$ cat src/rtl/uart_pkg.sv
// Shared definitions for the UART transmit path: arbiter state encoding,
// byte width, default timing constants and a modulo index helper.
package uart_pkg;

   typedef enum logic [1:0] {
      IDLE      = 2'd0,
      LAUNCH    = 2'd1,
      WAIT_DONE = 2'd2,
      GAP       = 2'd3
   } arb_state_e;

   localparam int BYTE_W             = 8;
   localparam int DEF_GAP_CYCLES     = 16;
   localparam int DEF_TIMEOUT_CYCLES = 100000;

   function automatic int wrap_idx(input int base, input int off, input int n);
      return (base + off) % n;
   endfunction

endpackage

$ cat src/rtl/rr_picker.sv
// Combinational round-robin selector: the first asserted request at or after
// rr_ptr_i (wrapping) wins.
module rr_picker
   import uart_pkg::*;
#(
   parameter int NUM_REQ = 4,
   parameter int IDX_W   = $clog2(NUM_REQ)
) (
   input  logic [NUM_REQ-1:0] req_i,
   input  logic [IDX_W-1:0]   rr_ptr_i,
   output logic [NUM_REQ-1:0] grant_o,
   output logic [IDX_W-1:0]   grant_idx_o,
   output logic               any_req_o
);

   // Scan from the lowest priority upward so the highest-priority hit is written last.
   always_comb begin
      grant_o     = '0;
      grant_idx_o = '0;
      any_req_o   = 1'b0;
      for (int k = NUM_REQ - 1; k >= 0; k--) begin
         grant_idx_o = req_i[wrap_idx(int'(rr_ptr_i), k, NUM_REQ)]
                       ? IDX_W'(wrap_idx(int'(rr_ptr_i), k, NUM_REQ)) : grant_idx_o;
         any_req_o   = any_req_o | req_i[wrap_idx(int'(rr_ptr_i), k, NUM_REQ)];
      end
      grant_o[grant_idx_o] = any_req_o;
   end

endmodule

$ cat src/rtl/uart_tx_arbiter.sv
// Shares one UART transmitter between NUM_REQ clients: round-robin grant,
// single-cycle launch, completion/watchdog wait and an inter-frame gap.
module uart_tx_arbiter
   import uart_pkg::*;
#(
   parameter int NUM_REQ        = 4,
   parameter int GAP_CYCLES     = DEF_GAP_CYCLES,
   parameter int TIMEOUT_CYCLES = DEF_TIMEOUT_CYCLES
) (
   input  logic                        clk,
   input  logic                        rst,
   input  logic [NUM_REQ-1:0]          req_valid_i,
   input  logic [BYTE_W*NUM_REQ-1:0]   req_data_i,
   output logic [NUM_REQ-1:0]          req_ready_o,
   output logic                        uart_start_o,
   output logic [BYTE_W-1:0]           uart_data_o,
   input  logic                        uart_busy_i,
   input  logic                        uart_done_i,
   output logic [$clog2(NUM_REQ)-1:0]  grant_id_o,
   output logic                        busy_o,
   output logic                        timeout_err_o
);

   localparam int IDX_W = $clog2(NUM_REQ);
   localparam int WD_W  = (TIMEOUT_CYCLES > 1) ? $clog2(TIMEOUT_CYCLES) : 1;
   localparam int GAP_W = (GAP_CYCLES > 0) ? $clog2(GAP_CYCLES + 1) : 1;
   localparam logic [WD_W-1:0]  WD_LAST  = WD_W'(TIMEOUT_CYCLES - 1);
   localparam logic [GAP_W-1:0] GAP_LAST = GAP_W'((GAP_CYCLES > 0) ? GAP_CYCLES - 1 : 0);
   localparam arb_state_e AFTER_FRAME    = (GAP_CYCLES > 0) ? GAP : IDLE;

   arb_state_e         state_q, state_d;
   logic [IDX_W-1:0]   rr_ptr_q, rr_ptr_d;
   logic [BYTE_W-1:0]  uart_data_q, uart_data_d;
   logic [IDX_W-1:0]   grant_id_q, grant_id_d;
   logic               uart_start_q, uart_start_d;
   logic [WD_W-1:0]    wd_q, wd_d;
   logic [GAP_W-1:0]   gap_q, gap_d;

   logic [NUM_REQ-1:0] grant_s;
   logic [IDX_W-1:0]   pick_idx_s;
   logic               any_req_s;
   logic [NUM_REQ-1:0] ready_s;
   logic               timeout_s;
   logic [WD_W-1:0]    wd_inc_s;
   logic [GAP_W-1:0]   gap_inc_s;

   rr_picker #(
      .NUM_REQ (NUM_REQ),
      .IDX_W   (IDX_W)
   ) u_picker (
      .req_i       (req_valid_i),
      .rr_ptr_i    (rr_ptr_q),
      .grant_o     (grant_s),
      .grant_idx_o (pick_idx_s),
      .any_req_o   (any_req_s)
   );

   assign wd_inc_s  = (wd_q == WD_LAST) ? wd_q : wd_q + WD_W'(1);
   assign gap_inc_s = (gap_q == GAP_LAST) ? gap_q : gap_q + GAP_W'(1);

   // Next-state, grant and watchdog/gap counter logic.
   always_comb begin
      state_d      = state_q;
      rr_ptr_d     = rr_ptr_q;
      uart_data_d  = uart_data_q;
      grant_id_d   = grant_id_q;
      uart_start_d = 1'b0;
      wd_d         = wd_q;
      gap_d        = '0;
      ready_s      = '0;
      timeout_s    = 1'b0;
      case (state_q)
         IDLE: begin
            wd_d = '0;
            if (any_req_s) begin
               ready_s      = grant_s;
               uart_data_d  = req_data_i[int'(pick_idx_s)*BYTE_W +: BYTE_W];
               grant_id_d   = pick_idx_s;
               rr_ptr_d     = (int'(pick_idx_s) == NUM_REQ - 1) ? '0 : pick_idx_s + IDX_W'(1);
               uart_start_d = ~uart_busy_i;
               state_d      = LAUNCH;
            end else begin
               state_d = IDLE;
            end
         end
         // uart_start_q high marks the launch cycle; until then we hold off on uart_busy.
         LAUNCH: begin
            if (uart_start_q) begin
               wd_d    = '0;
               state_d = WAIT_DONE;
            end else if (!uart_busy_i) begin
               uart_start_d = 1'b1;
               wd_d         = wd_inc_s;
            end else if (wd_q == WD_LAST) begin
               timeout_s = 1'b1;
               state_d   = AFTER_FRAME;
            end else begin
               wd_d = wd_inc_s;
            end
         end
         WAIT_DONE: begin
            if (uart_done_i) begin
               state_d = AFTER_FRAME;
            end else if (wd_q == WD_LAST) begin
               timeout_s = 1'b1;
               state_d   = AFTER_FRAME;
            end else begin
               wd_d = wd_inc_s;
            end
         end
         GAP: begin
            if (gap_q == GAP_LAST) begin
               state_d = IDLE;
            end else begin
               gap_d = gap_inc_s;
            end
         end
         default: begin
            state_d = IDLE;
         end
      endcase
   end

   // State and datapath registers.
   always_ff @(posedge clk) begin
      if (rst) begin
         state_q      <= IDLE;
         rr_ptr_q     <= '0;
         uart_data_q  <= 8'h00;
         grant_id_q   <= '0;
         uart_start_q <= 1'b0;
         wd_q         <= '0;
         gap_q        <= '0;
      end else begin
         state_q      <= state_d;
         rr_ptr_q     <= rr_ptr_d;
         uart_data_q  <= uart_data_d;
         grant_id_q   <= grant_id_d;
         uart_start_q <= uart_start_d;
         wd_q         <= wd_d;
         gap_q        <= gap_d;
      end
   end

   // No byte is accepted during the reset cycle, since it would be dropped.
   assign req_ready_o   = rst ? '0 : ready_s;
   assign timeout_err_o = rst ? 1'b0 : timeout_s;
   assign uart_start_o  = uart_start_q;
   assign uart_data_o   = uart_data_q;
   assign grant_id_o    = grant_id_q;
   assign busy_o        = (state_q != IDLE);

endmodule

$ cat config.mk
export PLATFORM = sky130hd
export DESIGN_NAME = uart_tx_arbiter
export DESIGN_NICKNAME = d
export VERILOG_FILES = /design/src/rtl/uart_pkg.sv /design/src/rtl/rr_picker.sv /design/src/rtl/uart_tx_arbiter.sv
export SDC_FILE = /design/constraint.sdc
export NUM_CORES = 1
export LEC_CHECK = 0
export ABC_AREA = 1
export CAP_MARGIN = 20
export CELL_PAD_IN_SITES_DETAIL_PLACEMENT = 0
export CELL_PAD_IN_SITES_GLOBAL_PLACEMENT = 2
export CORE_UTILIZATION = 27
export CTS_BUF_LIST = sky130_fd_sc_hd__clkbuf_4
export CTS_CLUSTER_DIAMETER = 120
export DETAILED_ROUTE_END_ITERATION = 10
export PLACE_DENSITY = 0.79
export SLEW_MARGIN = 20
export SYNTH_ARGS = -nofsm -noshare
export SYNTH_HDL_FRONTEND = slang
export SYNTH_SLANG_ARGS = --single-unit
$ cat constraint.sdc
create_clock -name clk -period 2.6 [get_ports clk]
set_input_delay 0.26 -clock clk [delete_from_list [all_inputs] [get_ports clk]]
set_output_delay 0.26 -clock clk [all_outputs]
set_load 0.05 [all_outputs]
==> flow_summary.json <==
{
  "status": "finished, final reports clean",
  "relSlewSlack_pct": 64.5,
  "hp-class": "register to register",
  "coreArea_um2": 8810,
  "numClockSinks": 37,
  "worst_slew_pin_slew_ns": 0.531,
  "rows": 34,
  "antenna_found_initial": 0,
  "max_freq_mhz": 419,
  "final_cell_mix": "105 x nand2_1, 55 x nand3_1, 53 x inv_1",
  "synth_cells": 399,
  "rsz0062_at_grt": "no",
  "drt_first_iter_violations": 86,
  "period_needed_ns": 2.39,
  "fin_tns_setup_ns": 0,
  "placed_cells": 568,
  "synthFlopType": "dfxtp_1",
  "slew_violations": 0,
  "seq_area_frac_synth_pct": 29.7,
  "place_area_um2": 3230,
  "clk_pin_slew_worst_paths_ns": 0.12,
  "async_flop_share_pct": 0,
  "cts-root-buf": "clkbuf_4",
  "worstPathArrival_ns": 2.13,
  "grt_pass1_wl_um": 12100,
  "wire_per_inst_um": 12.3,
  "finalWirelength_um": 7070,
  "pin_count": 57,
  "postSynthAreaPerCell_um2": 6.24,
  "clkLatencyLatePin_ns": 0.34,
  "grt_max_degree": 17,
  "max_cap_violations": 0,
  "hold_violations": 0,
  "grt_pass1_vias": 2519,
  "cp.required_ns": 2.34,
  "synth_cell_type_count": 34,
  "final_common_cell": "nand2_1",
  "min_period_over_period_pct": 91.9,
  "setup_viol": 0,
  "io_buffers": 56,
  "routabilityCongestion": 0.817,
  "timing.final.ws_setup_ns": 0.211,
  "cts_tree": "done",
  "syn_nets": 452,
  "start_util_pct": 28.3,
  "die_area_um2": 9610,
  "via_per_inst": 4.55,
  "hold_buffers": 0,
  "cts_buffer_depth": 2,
  "worst-path-max-fanout": 9,
  "fin_util_pct": 37.5,
  "vias": 2614,
  "leakagePower_nw": 1.48,
  "final_area_um2": 3300,
  "ant_nets": 0,
  "dp_slack_ns": 0.124,
  "powerDensity_nw_per_um2": 928,
  "ir_worst_vdd_v": 0.000587,
  "grt_usage_pct": 15.6,
  "h-tree-depth": 2,
  "drc": 0,
  "nFillCells": 970,
  "synth_seq_cells": 37,
  "skew_ns": 0.0126,
  "fp.dieH_um": 98.1,
  "start_kind": "register",
  "overflow": 0,
  "cts_made_buffers": 5,
  "synth-edff-count": 0,
  "die_w_um": 98.1,
  "diodes": 0,
  "dp_hpwl_um": 5590,
  "drive_above_1_share_pct": 8.14,
  "synth_warnings": 0,
  "netlist_area_um2": 2490,
  "end_kind": "primary output",
  "final_nets": 521,
  "worstSetupPathType": "register to primary output",
  "final_cells": 575,
  "firstDrtPassIters": 4,
  "area_growth_pct": 32.6
}
==> routing by layer <==
metal	GRT usage (%)	share of wire [%]	vias to the layer above
met4	4.31	1.3	0
met1	21.1	50	1134
li1	-	-	1416
met3	3.29	4.5	10
met2	25.0	44	54
met5	0	0	-
==> what timing repair did <==
| item | 4_1_cts | 5_1_grt |
|---|---|---|
| setup endpoints to repair | 3 | 4 |
| buffers inserted | 0 | 1 |
| resized for setup | 2 | 8 |
==> critical path: stages (launching register included) <==
cell	delay [ns]
dfxtp_4	0.41
inv_4	0.07
nand2_1	0.06
nand2_1	0.07
nand2_1	0.10
nand3_1	0.12
o21bai_1	0.15
nand2_1	0.10
nand2_2	0.13
ha_1	0.16
inv_1	0.04
nor2_1	0.19
buf_6	0.19
==> power breakdown <==
group | internal (mW) | switching [mW] | total, mW
clock network | 0.0941 | 0.191 | 0.285
logic | 0.715 | 1.33 | 2.05
registers | 0.659 | 0.0719 | 0.731
total | 1.47 | 1.60 | 3.07
==> area by class of cell <==
class                      instances  area [µm²]  share of cell area, %
inverter                          60         228                   6.89
clock buffer                       5        37.5                   1.14
sequential                        37         746                   22.6
tap                              108         135                   4.09
clock inverter                     1        5.00                  0.151
multi-input combinational        296        1500                   45.2
timing repair buffer              68         658                   19.9
==> Yosys cell counts (2+ instances only) <==
master	count	area, µm²
a21oi_1	14	70.1
a31oi_1	2	12.5
buf_2	4	20.0
clkinv_1	3	11.3
dfxtp_1	37	741
ha_1	13	163
inv_1	55	206
inv_2	2	7.51
nand2_1	106	398
nand3_1	55	275
nand3b_1	8	60.1
nand4_1	3	18.8
nor2_1	52	195
nor3_1	8	40.0
nor3b_1	3	22.5
o21ai_0	10	50.1
o22ai_1	2	12.5
xor2_1	6	52.6
==> logic make-up after synthesis <==
logic type	Yosys count	synth area share (%)
buffers and inverters	66	10.4
adder cells (fa/ha/maj)	13	6.53
AO/OA/AOI/OAI	36	8.44
flip-flops	37	29.7
XOR/XNOR	7	2.46
AND/OR/NAND/NOR	240	42.4
==> state kept, by name, summed over array words and instances (netlist names) <==
name / count
grant_id_o: 2
uart_start_o: 1
state_q: 2
rr_ptr_q: 2
uart_data_o: 8
wd_q: 17
gap_q: 5
==> final timing paths <==
check                    to         from  cells past startpoint  slack, ns
max          req_ready_o[0]  rr_ptr_q[0]                     12       0.21
min                gap_q[0]     gap_q[0]                      1       0.48
max reg2reg         wd_q[9]   state_q[0]                      8       0.47
min reg2reg        gap_q[0]     gap_q[0]                      1       0.48
==> metrics by stage <==
| step | power (mW) | hold WS [ns] |
|---|---|---|
| floorplan | 2.13 | 0.418 |
| global placement | 2.78 | 0.439 |
| detailed placement | 2.76 | 0.467 |
| CTS | 3.06 | 0.492 |
| global route | 3.38 | 0.511 |
| finish | 3.07 | 0.479 |
No activity file was read; power rests on OpenSTA's default activity.
